<file path="src/rtl/dot_pkg.sv">
// Shared defaults and FSM state encoding for the dot-product feeder.
package dot_pkg;
    localparam int VEC_LEN_DEF = 5;
    localparam int DATA_W_DEF  = 8;
    localparam int RES_W_DEF   = 16;
    localparam int TIMEOUT_DEF = 64;

    typedef enum logic [2:0] {
        IDLE      = 3'd0,
        START     = 3'd1,
        WAIT_BUSY = 3'd2,
        STREAM    = 3'd3,
        DRAIN     = 3'd4
    } state_t;
endpackage

</file>
<file path="src/rtl/vec_buf.sv">
// Operand store: VEC_LEN entries of {A,B}, one synchronous write port and
// one combinational read port. Out-of-range addresses neither write nor read.
module vec_buf
    import dot_pkg::*;
#(
    parameter int VEC_LEN = VEC_LEN_DEF,
    parameter int DATA_W  = DATA_W_DEF
) (
    input  logic                clk,
    input  logic                reset,
    input  logic                i_we,
    input  logic [2:0]          i_waddr,
    input  logic [2*DATA_W-1:0] i_wdata,
    input  logic [2:0]          i_raddr,
    output logic [2*DATA_W-1:0] o_rdata
);
    logic [2*DATA_W-1:0] r_mem [VEC_LEN];
    logic                w_wr_ok;
    logic                w_rd_ok;

    assign w_wr_ok = i_we && (int'(i_waddr) < VEC_LEN);
    assign w_rd_ok = int'(i_raddr) < VEC_LEN;
    assign o_rdata = w_rd_ok ? r_mem[i_raddr] : '0;

    always_ff @(posedge clk or posedge reset) begin
        if (reset) begin
            for (int i = 0; i < VEC_LEN; i++) r_mem[i] <= '0;
        end else if (w_wr_ok) begin
            r_mem[i_waddr] <= i_wdata;
        end
    end
endmodule

</file>
<file path="src/rtl/dot_feeder.sv">
// Streams the buffered A/B vectors into a dot-product engine and captures its
// result, aborting with an err pulse if the engine handshake stalls.
module dot_feeder
    import dot_pkg::*;
#(
    parameter int VEC_LEN = VEC_LEN_DEF,
    parameter int DATA_W  = DATA_W_DEF,
    parameter int RES_W   = RES_W_DEF,
    parameter int TIMEOUT = TIMEOUT_DEF
) (
    input  logic              clk,
    input  logic              reset,
    input  logic              wr_en,
    input  logic [2:0]        wr_addr,
    input  logic [DATA_W-1:0] wr_a,
    input  logic [DATA_W-1:0] wr_b,
    input  logic              go,
    output logic              ready,
    output logic              dp_start,
    output logic [DATA_W-1:0] dp_a,
    output logic [DATA_W-1:0] dp_b,
    output logic              dp_valid,
    input  logic              dp_busy,
    input  logic [RES_W-1:0]  dp_result,
    output logic [RES_W-1:0]  result,
    output logic              done,
    output logic              err
);
    // state     | meaning
    // IDLE      | ready; accepts buffer writes and go
    // START     | single-cycle dp_start pulse
    // WAIT_BUSY | waiting for engine to raise dp_busy
    // STREAM    | presenting elements 0..VEC_LEN-1 with dp_valid
    // DRAIN     | waiting for dp_busy to fall, then capture dp_result

    localparam int                CNT_W     = $clog2(TIMEOUT + 1);
    localparam logic [CNT_W-1:0]  WAIT_LAST = CNT_W'(TIMEOUT - 1);
    localparam logic [2:0]        IDX_LAST  = 3'(VEC_LEN - 1);

    state_t              r_state, w_next;
    logic [2:0]          r_idx, w_idx_next;
    logic [CNT_W-1:0]    r_wait, w_wait_next;

    logic                r_ready, r_dp_start, r_dp_valid, r_done, r_err;
    logic [DATA_W-1:0]   r_dp_a, r_dp_b;
    logic [RES_W-1:0]    r_result;

    logic                w_start_nx, w_valid_nx, w_done_nx, w_err_nx, w_ready_nx;
    logic [DATA_W-1:0]   w_a_nx, w_b_nx;
    logic [RES_W-1:0]    w_result_nx;

    logic                w_we;
    logic [2:0]          w_rd_idx;
    logic [2*DATA_W-1:0] w_rd_data;

    assign w_we     = wr_en && (r_state == IDLE);
    // Outputs are registered, so the read port looks one element ahead.
    assign w_rd_idx = (r_state == STREAM) ? (r_idx + 3'd1) : 3'd0;

    vec_buf #(
        .VEC_LEN (VEC_LEN),
        .DATA_W  (DATA_W)
    ) u_vec_buf (
        .clk     (clk),
        .reset   (reset),
        .i_we    (w_we),
        .i_waddr (wr_addr),
        .i_wdata ({wr_a, wr_b}),
        .i_raddr (w_rd_idx),
        .o_rdata (w_rd_data)
    );

    always_ff @(posedge clk or posedge reset) begin
        if (reset) begin
            r_state    <= IDLE;
            r_idx      <= '0;
            r_wait     <= '0;
            r_ready    <= 1'b1;
            r_dp_start <= 1'b0;
            r_dp_valid <= 1'b0;
            r_dp_a     <= '0;
            r_dp_b     <= '0;
            r_result   <= '0;
            r_done     <= 1'b0;
            r_err      <= 1'b0;
        end else begin
            r_state    <= w_next;
            r_idx      <= w_idx_next;
            r_wait     <= w_wait_next;
            r_ready    <= w_ready_nx;
            r_dp_start <= w_start_nx;
            r_dp_valid <= w_valid_nx;
            r_dp_a     <= w_a_nx;
            r_dp_b     <= w_b_nx;
            r_result   <= w_result_nx;
            r_done     <= w_done_nx;
            r_err      <= w_err_nx;
        end
    end

    always_comb begin
        w_next      = r_state;
        w_idx_next  = r_idx;
        w_wait_next = r_wait;
        w_valid_nx  = 1'b0;
        w_a_nx      = '0;
        w_b_nx      = '0;
        w_done_nx   = 1'b0;
        w_err_nx    = 1'b0;
        w_result_nx = r_result;

        case (r_state)
            IDLE: begin
                if (go) w_next = START;
            end
            START: begin
                w_next      = WAIT_BUSY;
                w_wait_next = '0;
            end
            WAIT_BUSY: begin
                if (dp_busy) begin
                    w_next           = STREAM;
                    w_idx_next       = '0;
                    w_valid_nx       = 1'b1;
                    {w_a_nx, w_b_nx} = w_rd_data;
                end else if (r_wait == WAIT_LAST) begin
                    w_next   = IDLE;
                    w_err_nx = 1'b1;
                end else begin
                    w_wait_next = r_wait + CNT_W'(1);
                end
            end
            STREAM: begin
                if (r_idx == IDX_LAST) begin
                    w_next      = DRAIN;
                    w_wait_next = '0;
                end else begin
                    w_idx_next       = r_idx + 3'd1;
                    w_valid_nx       = 1'b1;
                    {w_a_nx, w_b_nx} = w_rd_data;
                end
            end
            DRAIN: begin
                if (!dp_busy) begin
                    w_next      = IDLE;
                    w_result_nx = dp_result;
                    w_done_nx   = 1'b1;
                end else if (r_wait == WAIT_LAST) begin
                    w_next   = IDLE;
                    w_err_nx = 1'b1;
                end else begin
                    w_wait_next = r_wait + CNT_W'(1);
                end
            end
            default: w_next = IDLE;
        endcase

        w_start_nx = (w_next == START);
        w_ready_nx = (w_next == IDLE);
    end

    assign ready    = r_ready;
    assign dp_start = r_dp_start;
    assign dp_valid = r_dp_valid;
    assign dp_a     = r_dp_a;
    assign dp_b     = r_dp_b;
    assign result   = r_result;
    assign done     = r_done;
    assign err      = r_err;
endmodule

</file>
<file path="config.mk">
export PLATFORM = sky130hd
export DESIGN_NAME = dot_feeder
export DESIGN_NICKNAME = d
export VERILOG_FILES = /design/src/rtl/dot_pkg.sv /design/src/rtl/vec_buf.sv /design/src/rtl/dot_feeder.sv
export SDC_FILE = /design/constraint.sdc
export NUM_CORES = 1
export LEC_CHECK = 0
export ABC_AREA = 0
export CORE_ASPECT_RATIO = 0.6
export CORE_UTILIZATION = 43
export CTS_CLUSTER_SIZE = 16
export DETAILED_ROUTE_END_ITERATION = 6
export PLACE_DENSITY = 0.63
export REMOVE_ABC_BUFFERS = 1
export SLEW_MARGIN = 10
export SYNTH_ARGS = -nofsm -noshare
export SYNTH_HDL_FRONTEND = slang
export SYNTH_HIERARCHICAL = 1
export SYNTH_SLANG_ARGS = --single-unit
</file>
<file path="constraint.sdc">
create_clock -name clk -period 3.4 [get_ports clk]
set_input_delay 0.34 -clock clk [delete_from_list [all_inputs] [get_ports clk]]
set_output_delay 0.34 -clock clk [all_outputs]
set_load 0.05 [all_outputs]
</file>
# --- Yosys cells after proc, flatten, opt, wreduce, memory -nomap -nowiden ---
# Index checks and enable logic that the tools add are counted.
op_classes:
  n_addsub: 2
  n_mul: 0
  div: 0
  n_lt_le_gt_ge: 5
  eq_ne: 12
  shift: 0
  muxes: 37
  bitwise: 3
  n_reduce_logical: 10
ops:
  columns: ["op", "count"]
  rows:
  - ["80-bit bitwise mux", 1]
  - ["16-bit two-way mux", 4]
  - ["16-bit binary-select mux with 3-bit select", 1]
  - ["16-bit demux with 3-bit select", 1]
  - ["8-bit two-way mux", 4]
  - ["8-bit case mux with 2 select lines", 2]
  - ["7-bit two-way mux", 4]
  - ["7-bit case mux with 4 select lines", 1]
  - ["3-bit two-way mux", 8]
  - ["3-bit case mux with 5 select lines", 1]
  - ["4-bit >= comparator (second input constant)", 2]
  - ["2-bit != test (second input constant)", 4]
  - ["3-bit inverter with 4-bit output", 2]
  - ["7-bit by 1-bit adder with 7-bit output (second input constant)", 1]
  - ["7-bit by 6-bit == test with 1-bit output (second input constant)", 1]
  - ["1-bit two-way mux", 7]
  - ["3-bit by 1-bit == test with 1-bit output (second input constant)", 2]
  - ["3-bit by 2-bit == test with 1-bit output (second input constant)", 2]
  - ["3-bit == test (second input constant)", 2]
  - ["3-bit logical NOT", 2]
  - ["3-bit < comparator (second input constant)", 2]
  - ["3-bit case mux with 2 select lines", 1]
  - ["4-bit by 1-bit < comparator with 1-bit output (second input constant)", 1]
  - ["1-bit case mux with 2 select lines", 2]
  - ["9 further kinds", 11]
totals:
  ff_bits: 130
  latch_bits: 0
  ram_bits: 0
  mem_bits_ro: 0
  mem_count: 0

# --- Depth between registers and ports, before layout ---
logic_depth:
  word_depth: 9
  ltp_mapped: 10
  mapped_depth_nobuf: 7

# --- Hierarchy ---
# The synthesis kept the hierarchy.
by_module_without_submodules:
  columns: ["mod", "instances", "cells_per_inst", "area_per_inst_um2"]
  rows:
  - ["vec_buf", 1, 267, 3746.1]
  - ["dot_feeder", 1, 156, 2069.5]

# --- Worst setup path before layout ---
# Ideal clock, no wire load.
synth_timing:
  kind: "register to register"
  from: "register r_state[0]"
  to: "register u_vec_buf/r_mem[32] in the netlist's numbering"
  setup_time_ps: 125
  t_arrival_ps: 1901
  path_slack_ps: 1374
  path_stages_with_launch: 8
  n_path_buf: 2
  synth_period_minus_slack_ps: 2026
  path_cell_list: "dfrtp_1 buf_6 nor3_1 and2_1 nand2b_4 nor3b_4 buf_4 mux2_2"
synth_via:
  elab_chain_cells: 3
synth_lines:
  columns: ["element", "line", "rtl"]
  rows:
  - ["start, declared", "dot_feeder.sv:40", "state_t r_state, w_next;"]
  - ["start signal, assigned", "dot_feeder.sv:87", "r_state <= w_next;"]
  - ["3-bit logical NOT", "dot_feeder.sv:56", "assign w_we = wr_en && (r_state == IDLE);"]
  - ["1-bit logical AND", "dot_feeder.sv:56", null]
  - ["net w_we", "dot_feeder.sv:52", "logic w_we;"]
  - ["1-bit logical AND", "vec_buf.sv:21", "assign w_wr_ok = i_we && (int'(i_waddr) < VEC_LEN);"]
  - ["end signal, assigned by index", "vec_buf.sv:29", "r_mem[i_waddr] <= i_wdata;"]
  - ["end, declared", "vec_buf.sv:17", "logic [2*DATA_W-1:0] r_mem [VEC_LEN];"]
# The timed path passes the listed nets, and every way through them passes these cells.
# A chain may end at the register's enable or synchronous reset.

# --- Final worst setup path ---
layout_timing:
  from: "register r_state[1]"
  to: "register r_dp_a[1], in the netlist dp_a[1]"
layout_via:
  elab_chain_cells: 9
layout_lines:
  columns: ["element", "line", "rtl"]
  rows:
  - ["3-bit by 2-bit == test with 1-bit output *", "dot_feeder.sv:58", "assign w_rd_idx = (r_state == STREAM) ? (r_idx + 3'd1) : 3'd0;"]
  - ["3-bit two-way mux *", "dot_feeder.sv:58", null]
  - ["3-bit inverter with 4-bit output (implied by the code)", "vec_buf.sv:23", "assign o_rdata = w_rd_ok ? r_mem[i_raddr] : '0;"]
  - ["16-bit binary-select mux with 3-bit select", "vec_buf.sv:23", null]
  - ["16-bit two-way mux (implied by the code) (2 in a row)", "vec_buf.sv:23", null]
  - ["16-bit two-way mux *", "vec_buf.sv:23", null]
  - ["net w_rd_data[9]", "dot_feeder.sv:54", "logic [2*DATA_W-1:0] w_rd_data;"]
  - ["8-bit two-way mux, on equally long branches", "dot_feeder.sv:134, dot_feeder.sv:121", null]
  - ["8-bit case mux with 2 select lines *", "dot_feeder.sv:112", "case (r_state)"]
  - ["net w_a_nx[1]", "dot_feeder.sv:49", "logic [DATA_W-1:0] w_a_nx, w_b_nx;"]
  - ["end signal, assigned", "dot_feeder.sv:93", "r_dp_a <= w_a_nx;"]
  - ["end, declared", "dot_feeder.sv:45", "logic [DATA_W-1:0] r_dp_a, r_dp_b;"]
# Mark *: on every way through the listed nets, which the timed path passes. The rest lies on a longest branch. The select of a mux whose other input is x is not followed.

==> results.sh <==
export IMPL_outcome="finished, violations left"
export IMPL_violations="DRC"
export IMPL_syn_instance_count=423
export IMPL_synth_area_leaders="dfrtp_1 56%, mux2_2 25%, nand2_1 2.3%, and2_1 2.3%, a32oi_1 2.1%"
export IMPL_wl_met3_um=516
export IMPL_ys_seq_area_frac=0.560
export IMPL_crit_arrival_ns=2.63
export IMPL_yosysWarnings=6
export IMPL_slew_headroom=0.495
export IMPL_synth_top_area_frac=0.555
export IMPL_p_per_area_nw_per_um2=899
export IMPL_ff_latch_area_sq_um=3250
export IMPL_die_w_um=152
export IMPL_clk_latency_ns=0.41
export IMPL_p_leak_nw=3.48
export IMPL_dp_cells=665
export IMPL_period_needed_ns=2.33
export IMPL_syn_area_sq_um=5820
export IMPL_instances_no_fill=697
export IMPL_io_pins=77
export IMPL_viasPerCell=5.32
export IMPL_syn_area_per_cell_sq_um=13.7
export IMPL_hold_buffers=0
export IMPL_area_delta_synth_final_pct=27.5
export IMPL_cts_resized=0
export IMPL_rows=32
export IMPL_fill_cells=1054
export IMPL_synth_top_area_cell="dfrtp_1"
export IMPL_final_max_slew_violation_count=0
export IMPL_ant_nets=0
export IMPL_finalSetupTns_ns=0
export IMPL_met2RoutedLength_um=5760
export IMPL_wl_per_cell_um=18.6
export IMPL_gp_routability_congestion=0.764
export IMPL_route_vias_total=3709
export IMPL_cts_buffer_depth=2
export IMPL_top_layer_used="met4"
export IMPL_dieArea_sq_um=14000
export IMPL_endpoint_kind="register"
export IMPL_synth_flop_cell="dfrtp_1"
export IMPL_cp_start_kind="register"
export IMPL_core_area_sq_um=13000
export IMPL_dr_pass1_iters=6
export IMPL_finClkSkew_ns=0.0108
export IMPL_post_cts_setup_buffers=0
export IMPL_cp_max_fo=19
export IMPL_worst_pin_slew_ns=0.756
export IMPL_multi_input_area_sq_um=2410
export IMPL_numCtsBuffers=17
export IMPL_grt_pass1_vias=3893
export IMPL_grt_max_degree=48
export IMPL_reg2reg_to="dp_a[1]"
export IMPL_clock_sinks=130
export IMPL_synth_edf_count=0
export IMPL_antenna_found_initial=0
export IMPL_floorplan_initialDensity=0.447
export IMPL_r2r_cells=9
export IMPL_min_path_type="in -> async"
export IMPL_postPlaceCellArea_sq_um=6790
export IMPL_numPortBuffers=76
export IMPL_diodes=0
export IMPL_cts_tree="done"
export IMPL_ys_seq_elements=130
export IMPL_finalCritPeriodShare=0.686
export IMPL_report_final_hold_viol_count=0
export IMPL_die_y_um=92.1
export IMPL_gr_usage_all_layers=0.203
export IMPL_path_class="reg -> reg"
export IMPL_dr_first_iter_drc_count=222
export IMPL_grt_pass1_wl_um=21500
export IMPL_ys_types=48
export IMPL_final_util=0.570
export IMPL_drive_above_1_share=0.366
export IMPL_gr_total_overflow=0
export IMPL_met1_length_um=6640
export IMPL_design_area_sq_um=7420
export IMPL_r2r_slack_ns=1.07
export IMPL_async_flop_share=1.00
export IMPL_setup_viol=0
export IMPL_max_freq_mhz=428
export IMPL_max_cap_violations=0
export IMPL_rsz0062_at_grt="no"
export IMPL_netlist_top_cells_count="129 x dfrtp_1, 129 x mux2_2, 36 x nand2_1"
export IMPL_ir_drop_mv=0.452
export IMPL_whs_ns=0.322
export IMPL_clk_pin_slew_ns=0.06
export IMPL_regToRegStartpoint="r_state[1]"
export IMPL_cts_root_buf="clkbuf_16"
export IMPL_routed_wirelength_um=13000
export IMPL_ctsHtreeMaxLevel=4
export IMPL_drc=4
export IMPL_fin_nets=557
export IMPL_required_ns=3.70
export IMPL_dp_hpwl_um=8460
[worst max-delay path, stage by stage (launching register included)]
cell	delay, ns
dfrtp_1	0.53
nor2b_1	0.24
nand2_1	0.13
nor2_1	0.14
buf_4	0.29
nor2_1	0.21
buf_4	0.21
a32oi_1	0.23
nand2_1	0.09
and2_1	0.15
[area by class of cell]
type,count,area share
multi-input cells,268,0.325
flip-flops and latches,130,0.439
well taps,170,0.0287
inverters,5,0.00253
clock inverters,13,0.0250
repair buffers,92,0.120
clock buffers,19,0.0597
[worst max-delay path by stage]
stage               startpoint      end  slack (ns)  cells after the start
floorplan           r_state[1]  dp_a[7]        0.32                      7
global placement    r_state[1]  dp_a[1]        1.10                      9
detailed placement  r_state[1]  dp_a[1]        1.10                      9
CTS                 r_state[1]  dp_a[1]        1.09                      9
global route        r_state[1]  dp_a[1]        0.88                      9
finish              r_state[1]  dp_a[1]        1.07                      9
[kinds of logic after synthesis]
family / Yosys count / share of synthesized area
buffers and inverters: 25 / 0.0265
multiplexers: 131 / 0.254
flip-flops: 130 / 0.560
AND/OR/NAND/NOR: 97 / 0.0992
XOR/XNOR: 1 / 0.00151
adder cells (fa/ha/maj): 3 / 0.00646
AO/OA/AOI/OAI: 36 / 0.0531
[report_power, final]
group / internal [mW] / leakage [nW] / switching, mW
Combinational: 1.05 / 1.45 / 1.47
Sequential: 1.98 / 1.74 / 0.248
Clock: 1.24 / 0.291 / 0.680
Total: 4.27 / 3.48 / 2.40
[stage by stage]
| step | total power, mW | worst slack (ns) |
|---|---|---|
| 6_report | 6.67 | 1.07 |
| 5_1_grt | 7.03 | 0.880 |
| 4_1_cts | 6.72 | 1.09 |
| 2_1_floorplan | 3.83 | 0.322 |
| 3_3_place_gp | 4.71 | 1.10 |
| 3_5_place_dp | 4.77 | 1.10 |
[cells in the final DEF, fill, tap and decap left out, drive strengths merged, types with 5 or more instances in the layout]
| cell type | Yosys | routed |
|---|---|---|
| buf | 18 | 16 |
| dfrtp | 129 | 129 |
| clkbuf | 2 | 19 |
| nor3 | 6 | 6 |
| clkinvlp | 0 | 5 |
| a32oi | 14 | 14 |
| mux2 | 131 | 131 |
| inv | 5 | 5 |
| nand2 | 36 | 36 |
| clkdlybuf4s50 | 0 | 76 |
| and2 | 21 | 21 |
| nor2 | 11 | 11 |
| o22ai | 5 | 5 |
[flip-flops by register name, summed over array words and instances (netlist names)]
register / flops
dp_start: 1
result: 16
ready: 1
done: 1
r_state: 3
dp_b: 8
r_wait: 7
err: 1
dp_a: 8
dp_valid: 1
u_vec_buf/r_mem: 80
r_idx: 3
[layer usage]
layer	vias up	track usage
met5	-	0
met4	0	0.0612
met3	8	0.0548
met2	73	0.301
met1	1925	0.288
li1	1703	-
(Power assumes the default switching activity.)
==> edit 1, RTL diff (same flow settings) <==
Encoding of `state_t`: now one-hot (5 bits for 5 states).
--- a/src/rtl/dot_pkg.sv
+++ b/src/rtl/dot_pkg.sv
@@ -6,10 +6,10 @@
     localparam int TIMEOUT_DEF = 64;
 
-    typedef enum logic [2:0] {
-        IDLE      = 3'd0,
-        START     = 3'd1,
-        WAIT_BUSY = 3'd2,
-        STREAM    = 3'd3,
-        DRAIN     = 3'd4
+    typedef enum logic [4:0] {
+        IDLE      = 5'b00001,
+        START     = 5'b00010,
+        WAIT_BUSY = 5'b00100,
+        STREAM    = 5'b01000,
+        DRAIN     = 5'b10000
     } state_t;
 endpackage
Behaviour: same outputs for any inputs over 4 cycles, from zero or initial values and one cycle with reset high; so few cycles prove little.
==> edit 1 against the original RTL <==
Combinational power shrank 43%; synthesized area rose by 2.7%; sequential cell count is 2 higher; count of clock-buffer cells in the layout shrank 2; total power shrank 14%; utilization about the same; final cell count is 8.3% higher; wire length up 4.5%; design area grew 1.2%; setup slack got worse by 0.31 ns; first-iteration DRC count up 35%; sequential share of layout area rose by 0.18 points; critical path type unchanged.
==> edit 1: results (changes against the original RTL) <==
* Status: finished clean (was complete, but fails checks)
* Actual slew at the worst max-slew pin at 0.8814 ns (was 0.7559 ns)
* Layout cells sized above 1 at 0.3009 (was 0.3662)
* NonClk Buf Share at 0.1191 (was 0.1204)
* Minimum clock period at 2.648 ns (was 2.334 ns)
* Crit Path Max Fanout at 16 (was 19)
* Initial DRC count at 300 (was 222)
* Crit-path max cell delay at 0.56 ns (was 0.53 ns)
* Register area share after synthesis at 0.5534 (was 0.5596)
* Sequential Area at 0.003306 sq mm (was 0.003254 sq mm)
* Worst vdd ir at 296.1 uV (was 452.2 uV)
* Leak at 3.346 nW (was 3.479 nW)
* R2r worst-path depth at 8 (was 9)
* Distinct cell type count after synthesis at 51 (was 48)
* M1 GR Usage at 0.3120 (was 0.2877)
* Top post-synthesis cells by area: dfrtp_1 (54%), mux2_2 (21%), nand2_1 (5.7%) (was dfrtp_1 (56%), mux2_2 (25%), nand2_1 (2.3%))
* Multi-input logic area at 0.002486 sq mm (was 0.002410 sq mm)
* First-pass GRT wire length at 22,310 um (was 21,450 um)
* Worst reg2reg setup slack at 0.75 ns (was 1.07 ns)
* Placed cell count at 723 (was 665)
* P&R area growth vs syn at 25.62% (was 27.54%)
* Met3 Use GR at 0.04680 (was 0.05482)
* Placed cell area at 0.006934 sq mm (was 0.006789 sq mm)
* Met2 usage in global routing at 0.2977 (was 0.3015)
* Adder-cell share of the synthesized area at 0.006284 (was 0.006454)
* Clk cell area share at 0.07587 (was 0.08468)
* Commonest cells post-synth: dfrtp_1 (130), mux2_2 (112), nand2_1 (90), and2_1 (17), a32oi_1 (14) (was dfrtp_1 (129), mux2_2 (129), nand2_1 (36), and2_1 (21), a32oi_1 (14))
* GRT Overall Usage at 0.2065 (was 0.2025)
* FILL cells at 1,083 (was 1,054)
* Number of global-route vias before repair at 4,092 (was 3,893)
* Post-Synthesis Cells at 487 (was 423)
* Compound-Gate Fraction of Synth Area at 0.05530 (was 0.05314)
* Routed WL at 13,570 um (was 12,980 um)
* Global placement routability congestion at 0.7351 (was 0.7642)
* Met2 WL at 5971 um (was 5756 um)
* Mux share of post-synthesis cell area at 0.2145 (was 0.2537)
* Inserted Clock Buffers at 17 (unchanged)
* Setup Skew at 0.01055 ns (was 0.01075 ns)
* Fin area at 0.007503 sq mm (was 0.007417 sq mm)
* Wl on met1 at 6922 um (was 6637 um)
* DP Worst Slack at 0.8017 ns (was 1.103 ns)
* Via count at 4,049 (was 3,709)
* Hpwl dp at 8862 um (was 8462 um)
* Drt pass-1 iters at 4 (was 6)
* Cell family with most CP delay: simple AND/OR/NAND/NOR gates (unchanged)
* Routed met3 length at 591 um (was 516 um)
* Post-Synth XOR/XNOR Area at 0.002933 (was 0.001506)
## edit 1: worst min path at each step
stage | from | end | slack [ns] | cells after the start
after detailed placement | result[12]$_DFFE_PP0P_ | result[12]$_DFFE_PP0P_ | 0.46 | 2
after CTS | reset | u_vec_buf/r_mem[38]$_DFFE_PP0P_ | 0.43 | 2
after global placement | result[12]$_DFFE_PP0P_ | result[12]$_DFFE_PP0P_ | 0.46 | 2
after global routing | dp_result[7] | result[7]$_DFFE_PP0P_ | 0.47 | 3
final | reset | u_vec_buf/r_mem[6]$_DFFE_PP0P_ | 0.42 | 2
after floorplan | dp_result[0] | result[0]$_DFFE_PP0P_ | 0.45 | 2
## edit 1: power breakdown
group / internal [mW] / switching (mW) / leakage (nW)
Sequential: 2.15 / 0.354 / 1.68
Combinational: 0.800 / 0.643 / 1.40
Clock: 1.02 / 0.739 / 0.268
Total: 3.98 / 1.74 / 3.35
==> edit 2, RTL diff (same settings) <==
Made on the original files. The package constant `VEC_LEN_DEF` goes from 5 to 6.
--- a/src/rtl/dot_pkg.sv
+++ b/src/rtl/dot_pkg.sv
@@ -1,5 +1,5 @@
 // Shared defaults and FSM state encoding for the dot-product feeder.
 package dot_pkg;
-    localparam int VEC_LEN_DEF = 5;
+    localparam int VEC_LEN_DEF = 6;
     localparam int DATA_W_DEF  = 8;
     localparam int RES_W_DEF   = 16;
Function: changed (Yosys sat finds a counterexample within 10 cycles, from zero or initial values and one cycle with reset high).
==> edit 2 against the original RTL <==
Wire length rose by 9.5%; total power increased by 2.7%; non-clock buffer count unchanged; sequential cell count increased by 16; synthesized area up 13%; setup slack lost 0.14 ns; largest power group unchanged; combinational power hardly changed; synthesized cell count is 8.0% higher; sequential share of layout area increased by 0.79 points; sequential power is 7% higher; design area up 10%.
==> edit 2: results (changes against the original RTL) <==
* Global placement routability congestion at 0.7665 (was 0.7642)
* Worst vdd ir at 537.9 uV (was 452.2 uV)
* Worst reg2reg setup slack at 0.93 ns (was 1.07 ns)
* Worst flop-to-flop path startpoint: r_state[0]$_DFF_PP0_ (was r_state[1]$_DFF_PP0_)
* Setup Skew at 0.008919 ns (was 0.01075 ns)
* Wirelength per Cell at 18.88 um (was 18.63 um)
* WHS at 0.3405 ns (was 0.3217 ns)
* Hpwl dp at 9284 um (was 8462 um)
* Met2 usage in global routing at 0.2994 (was 0.3015)
* Slowest CP cell: nand4b_2 (was dfrtp_1)
* Register area share after synthesis at 0.5557 (was 0.5596)
* FILL cells at 1,206 (was 1,054)
* R2r worst-path depth at 4 (was 9)
* Top post-synthesis cells by area: dfrtp_1 (55%), mux2_2 (16%), mux2i_1 (7.3%) (was dfrtp_1 (56%), mux2_2 (25%), nand2_1 (2.3%))
* Minimum clock period at 2.475 ns (was 2.334 ns)
* First-pass GRT wire length at 23,600 um (was 21,450 um)
* Placed cell count at 722 (was 665)
* Met2 WL at 6524 um (was 5756 um)
* Largest net degree at the start of global routing at 55 (was 48)
* #FFs+latches synth at 146 (was 130)
* Crit Path Max Fanout at 16 (was 19)
* Status: finished clean (was complete, but fails checks)
* Wl on met1 at 7191 um (was 6637 um)
* Crit-path max cell delay at 0.65 ns (was 0.53 ns)
* Layout Cells excl Fill at 753 (was 697)
* Setup crit end: u_vec_buf/r_mem[9]$_DFFE_PP0P_ (was dp_a[1]$_DFF_PP0_)
* Combinational Power Share at 0.369 (was 0.377)
* Final net count at 586 (was 557)
## edit 2: cell types whose count changed in the layout (fill, tap and decap cells not counted), sizes merged, moves of 15 or more
cell   delta
mux2i    +48
nand2    -31
dfrtp    +16
o32a     +16
mux2     -15
o21ai    +15
## edit 2: cell type report
type	instances	area, sq um	share of cell area
Clock buffer	18	429.2	0.05245
Clock inverter	13	183.9	0.02248
Inverter	4	16.27	0.001988
Multi-Input combinational cell	282	2756	0.3369
Sequential cell	146	3655	0.4467
Tap cell	198	247.7	0.03028
Timing Repair Buffer	92	893.4	0.1092
## edit 2: logic make-up after synthesis
logic type	Yosys count	share of synthesized area
AO/OA/AOI/OAI	51	0.06259
XOR/XNOR	1	0.001332
adder cells (fa/ha/maj)	3	0.005708
buffers and inverters	29	0.02740
flip-flops	146	0.5557
multiplexers	164	0.2774
AND/OR/NAND/NOR	63	0.06983
